File: config.mk
export PLATFORM = sky130hd
export DESIGN_NAME = haz_unit_p
export DESIGN_NICKNAME = d
export VERILOG_FILES = /design/src/rtl/haz_unit_p.sv
export SDC_FILE = /design/constraint.sdc
export NUM_CORES = 1
export LEC_CHECK = 0
export ABC_AREA = 1
export ABC_CLOCK_PERIOD_IN_PS = 3050
export CORE_ASPECT_RATIO = 0.9
export CORE_MARGIN = 3
export CORE_UTILIZATION = 52
export CTS_CLUSTER_SIZE = 10
export DETAILED_ROUTE_END_ITERATION = 16
export PLACE_DENSITY = 0.86
export SLEW_MARGIN = 10
export SYNTH_ARGS = -nofsm -noshare
export SYNTH_HDL_FRONTEND = slang
export SYNTH_SLANG_ARGS = --single-unit
File: constraint.sdc
create_clock -name clk -period 3.05 [get_ports clk]
set_input_delay 0.4575 -clock clk [delete_from_list [all_inputs] [get_ports clk]]
set_output_delay 0.4575 -clock clk [all_outputs]
set_load 0.02 [all_outputs]
File: src/rtl/haz_unit_p.sv
// ---------------------------------------------------------------------------
// haz_unit_p : sequenced hazard unit for the 5-stage pipelined core.
//
// Detects load-use and branch/jump-operand hazards on the instruction in ID.
// Multi-cycle stalls are run from a registered down-counter instead of being
// re-derived every cycle. Instruction/data cache busy freezes the whole
// pipeline. A saturating performance counter tallies bubble cycles.
//
// Ports
//   clk, rst                  clock, asynchronous active-high reset
//   id_valid                  ID holds a real instruction
//   id_rs1/id_rs1_used        ID source 1 and whether it is read
//   id_rs2/id_rs2_used        ID source 2 and whether it is read
//   id_is_bj                  ID is a branch/jump consuming rs1 in ID
//   br_taken                  branch/jump in ID resolved taken
//   ex_reg_wr/ex_rd/ex_mem_rd EX writes a register / its destination / is a load
//   imem_busy, dmem_busy      cache not ready
//   pc_we, if_id_we           PC and IF/ID write enables
//   id_ex_bubble              load a NOP into ID/EX
//   if_id_flush               clear IF/ID (taken branch)
//   pipe_freeze               hold all pipeline registers
//   stalling                  FSM is in the STALL state
//   stall_cycles              saturating count of bubble cycles
// ---------------------------------------------------------------------------
module haz_unit_p #(
  parameter int AW           = 3,
  parameter int LU_STALL     = 1,
  parameter int BJ_ALU_STALL = 1,
  parameter int BJ_LD_STALL  = 2,
  parameter int ZERO_REG     = 0,
  parameter int CNT_W        = 16
) (
  input  logic             clk,
  input  logic             rst,
  input  logic             id_valid,
  input  logic [AW-1:0]    id_rs1,
  input  logic             id_rs1_used,
  input  logic [AW-1:0]    id_rs2,
  input  logic             id_rs2_used,
  input  logic             id_is_bj,
  input  logic             br_taken,
  input  logic             ex_reg_wr,
  input  logic [AW-1:0]    ex_rd,
  input  logic             ex_mem_rd,
  input  logic             imem_busy,
  input  logic             dmem_busy,
  output logic             pc_we,
  output logic             if_id_we,
  output logic             id_ex_bubble,
  output logic             if_id_flush,
  output logic             pipe_freeze,
  output logic             stalling,
  output logic [CNT_W-1:0] stall_cycles
);

  typedef enum logic {
    RUN   = 1'b0,
    STALL = 1'b1
  } state_t;

  // Stall lengths fit the 3-bit down-counter.
  localparam logic [2:0] LU_N  = 3'(LU_STALL);
  localparam logic [2:0] BJA_N = 3'(BJ_ALU_STALL);
  localparam logic [2:0] BJL_N = 3'(BJ_LD_STALL);

  state_t     state, state_nxt;
  logic [2:0] cnt, cnt_nxt;

  logic       rs1_match, rs2_match;
  logic       hz_en, lu, bja, bjl;
  logic [2:0] stall_len;
  logic       stall_active;

  // With a hardwired zero register, writes to r0 are discarded, so a source
  // of 0 can never depend on an in-flight result.
  always_comb begin
    rs1_match = (id_rs1 == ex_rd);
    rs2_match = (id_rs2 == ex_rd);
    if (ZERO_REG != 0) begin
      if (id_rs1 == '0) rs1_match = 1'b0;
      if (id_rs2 == '0) rs2_match = 1'b0;
    end
  end

  // Detection is masked while a stall sequence is already running.
  assign hz_en = id_valid && (state == RUN);

  assign lu  = hz_en && (LU_STALL != 0) && ex_mem_rd &&
               ((id_rs1_used && rs1_match) || (id_rs2_used && rs2_match));
  assign bja = hz_en && (BJ_ALU_STALL != 0) && id_is_bj && ex_reg_wr &&
               !ex_mem_rd && rs1_match;
  assign bjl = hz_en && (BJ_LD_STALL != 0) && id_is_bj && ex_mem_rd &&
               rs1_match;

  // Stall length is the longest requirement among the asserted terms.
  // NOTE: every always_comb output gets a default first so no path leaves it
  // unassigned, which would otherwise infer a latch.
  always_comb begin
    stall_len = 3'd0;
    if (lu  && (LU_N  > stall_len)) stall_len = LU_N;
    if (bja && (BJA_N > stall_len)) stall_len = BJA_N;
    if (bjl && (BJL_N > stall_len)) stall_len = BJL_N;
  end

  assign stall_active = (state == STALL) || (stall_len != 3'd0);
  assign pipe_freeze  = imem_busy || dmem_busy;
  assign stalling     = (state == STALL);

  // Output priority: freeze, then stall, then normal flow. br_taken is
  // ignored during a stall because the branch operand is not yet resolved.
  always_comb begin
    pc_we        = 1'b1;
    if_id_we     = 1'b1;
    id_ex_bubble = 1'b0;
    if_id_flush  = br_taken && id_valid;
    if (pipe_freeze) begin
      pc_we        = 1'b0;
      if_id_we     = 1'b0;
      if_id_flush  = 1'b0;
    end else if (stall_active) begin
      pc_we        = 1'b0;
      if_id_we     = 1'b0;
      id_ex_bubble = 1'b1;
      if_id_flush  = 1'b0;
    end
  end

  // The first bubble is issued from RUN; cnt holds the bubbles still owed.
  always_comb begin
    state_nxt = state;
    cnt_nxt   = cnt;
    if (!pipe_freeze) begin
      unique case (state)
        RUN: begin
          if (stall_len > 3'd1) begin
            state_nxt = STALL;
            cnt_nxt   = stall_len - 3'd1;
          end
        end
        STALL: begin
          if (cnt <= 3'd1) begin
            state_nxt = RUN;
            cnt_nxt   = 3'd0;
          end else begin
            cnt_nxt   = cnt - 3'd1;
          end
        end
        default: begin
          state_nxt = RUN;
          cnt_nxt   = 3'd0;
        end
      endcase
    end
  end

  // NOTE: sequential state uses non-blocking assignments so every register
  // samples pre-edge values regardless of statement order.
  always_ff @(posedge clk or posedge rst) begin
    if (rst) begin
      state <= RUN;
      cnt   <= 3'd0;
    end else begin
      state <= state_nxt;
      cnt   <= cnt_nxt;
    end
  end

  // Bubbles are never issued while frozen, so the counter holds then too.
  always_ff @(posedge clk or posedge rst) begin
    if (rst) begin
      stall_cycles <= '0;
    end else if (id_ex_bubble && (stall_cycles != '1)) begin
      stall_cycles <= stall_cycles + CNT_W'(1);
    end
  end

endmodule

==> summary.txt <==
clk sink count - 20
layout cells sized above 1 - 7.843%
Max FO, Critical Path - 4
pin slew with the least headroom to its limit - 0.7497 ns
Clk pin slew, worst setup/hold paths - 0.11 ns
Starting Density - 57.96%
num ports - 42
Final Instance Count excl. Fillers - 293
Synth top area share - 33.00%
Mapped Nets - 238
synthesis-to-layout area growth - 30.69%
Warnings, synthesis - 0
Sum Neg Setup Slack - 0 ns
Syn Area/Cell - 7.053 sq um
pwr/cell area - 425.0 nW/um^2
sequential area share after synthesis - 33.00%
multiplexer share of the synthesized area - 0%
top cells by area, synth - dfrtp_1 33%, nand2_1 17%, nand4_1 9.9%
cts bufs inserted - 3
vias - 1465
vias in the first global route - 1295
Antenna Violating Nets Remaining - 0
arrival time at the worst endpoint - 2.34 ns
DR pass1 iterations - 4
CP startpoint kind - input pin
placed insts - 289
Period minus WS final - 2.800 ns
post-CTS sizing - 0
post-layout util - 75.75%
CP Class - in2out
Synth Area in Compound Gates - 2.723%
FP Rows - 17
vias per cell - 5.000
postcts setup bufs - 0
Final Setup Violations - 0
storage element area - 500.5 sq um
switching share of power - 37.33%
area of the core - 2616 sq um
synthesized instance count - 215
fillcell total - 227
Final GP Congestion - 0.8315
final wirelength - 3393 um
cell taking the most area after synthesis - dfrtp_1
Post-synth EDFFs - 0
Seq pwr share - 41.1%
Synth Flop Type - dfrtp_1
status - complete, no violations
hold path depth - 2
Hold Path Class - reg2reg
post-synthesis cell type count - 24
Pint - 527.9 uW
DR iter-0 viols - 72
first-pass GRT wire length - 5954 um
XOR/XNOR share of the synthesized area - 8.086%
Port Buf Inserts - 41
initial antenna violation count - 0
Post-Synth Simple-Gate Area - 43.15%
top-count cell post-synth - nand2_1
setup slack, reg-to-reg - 1.20 ns
Final Cycle Share - 91.81%
Peak supply drop - 273.7 uV
DP HPWL - 2650 um
Min Hold Slack - 0.5453 ns
largest family of logic cells by synthesized area - simple AND/OR/NAND/NOR gates
GRT overflow - 0
max_slew headroom - 49.96%
most frequent cells after synthesis - 70 x nand2_1, 26 x inv_1, 24 x nand4_1
Hold-fix buffers, CTS - 0
leakage dissipation - 0.9990 nW
CTS Root Cell - clkbuf_4
Tot GR Track Use - 20.38%
Final #Nets - 279
fmax - 0.3571 GHz
DRC errors left - 0
wire per inst - 11.58 um
Clock Latency Late Sink - 0.30 ns
Worst setup EP type - primary output
power share of the combinational group - 40.4%
CTS tree - yes
Setup Skew - 0.001244 ns
max_cap viols - 0
P_sw - 314.4 uW
pin count of the biggest net entering global routing - 23
RSZ-0062 raised after global routing - no
final number of hold-violating endpoints - 0
area occupied by multi-input gates - 855.8 sq um
flops & latches, synth - 20
async set-reset flop share out of synthesis - 100.0%
Worst Path Required - 2.59 ns
Die Width - 62.93 um
Clk pwr share - 18.5%
die area - 3601 sq um
Final Slew Violations - 0
area of the mapped netlist - 1516 sq um
Longest Clk Path Bufs - 2
Power, Total - 842.3 uW
die height - 57.23 um
R2R depth - 7
adder-cell share of the synthesized area - 2.475%
H-tree Lvls - 1
Antenna diodes - 0
[cells in the final DEF, fill, tap and decap left out]
master           count
dfrtp_1             20
nand3_1              8
clkdlybuf4s50_1     41
nor3_1               3
inv_1               26
nand3_4              2
nor2_2               3
ha_1                 3
nor3_4               1
nand4_4              1
clkbuf_8             1
nor2_1              16
nand4_1             24
nor3_2               2
xor2_1              11
o21ai_0              4
nand3b_1             2
xnor2_1              3
clkbuf_4             3
o22ai_1              1
inv_2                5
buf_4                2
nand2_1             70
a21oi_1              3
[area by class of cell]
type / instances / area share (%)
Sequential cell: 20 / 25.25
Tap cell: 38 / 2.399
Timing Repair Buffer: 43 / 21.46
Clock buffer: 4 / 1.831
Inverter: 31 / 5.871
Multi-Input combinational cell: 157 / 43.18
[final timing paths]
check / from / endpoint
setup / recovery: ex_rd[2] / id_ex_bubble
hold / removal: stall_cycles[1]$_DFFE_PP0P_ / stall_cycles[1]$_DFFE_PP0P_
setup reg to reg: stall_cycles[0]$_DFFE_PP0P_ / stall_cycles[4]$_DFFE_PP0P_
hold reg to reg: stall_cycles[1]$_DFFE_PP0P_ / stall_cycles[1]$_DFFE_PP0P_
max in group asynchronous: rst / stall_cycles[12]$_DFFE_PP0P_
min in group asynchronous: rst / cnt[1]$_DFFE_PP0P_
[routing by layer]
metal	track usage, %	wire length [um]	up-vias
met2	32.18	1535	32
li1	-	-	779
met1	29.49	1679	652
met5	0	0	-
met4	2.830	19	0
met3	4.331	159	2
[power by group through the flow]
stage / logic [mW] / registers (mW) / clock network, mW
6_report: 0.340 / 0.346 / 0.156
4_1_cts: 0.344 / 0.346 / 0.162
2_1_floorplan: 0.196 / 0.374 / 0
3_3_place_gp: 0.337 / 0.350 / 0
5_1_grt: 0.386 / 0.354 / 0.172
3_5_place_dp: 0.343 / 0.351 / 0
[per-stage QoR]
step / setup slack, ns / area, sq um
3_5_place_dp: 0.2499 / 1946
4_1_cts: 0.2407 / 1982
6_report: 0.2498 / 1982
5_1_grt: 0.07358 / 1982
2_1_floorplan: 1.055 / 1516
3_3_place_gp: 0.2856 / 1946
[critical path, cell delays in order]
cell,delay (ns)
clkdlybuf4s50_1,0.53
inv_2,0.06
nand2_1,0.06
nand2_1,0.07
nor2_2,0.13
nand3_1,0.09
nand2_1,0.10
inv_2,0.06
nand3_4,0.08
nand2_1,0.05
inv_1,0.05
clkdlybuf4s50_1,0.59
[kinds of logic after synthesis]
kind of cell,Yosys count
AOI/OAI and AO/OA,8
and+or+nand+nor,132
DFF,20
buffers and inverters,38
adders and majority gates,3
xor gates and xnor gates,14
[state kept, by name (all words and copies together), names as in the netlist]
register	cells
stalling	1
cnt	3
stall_cycles	16
(Power assumes the default switching activity.)
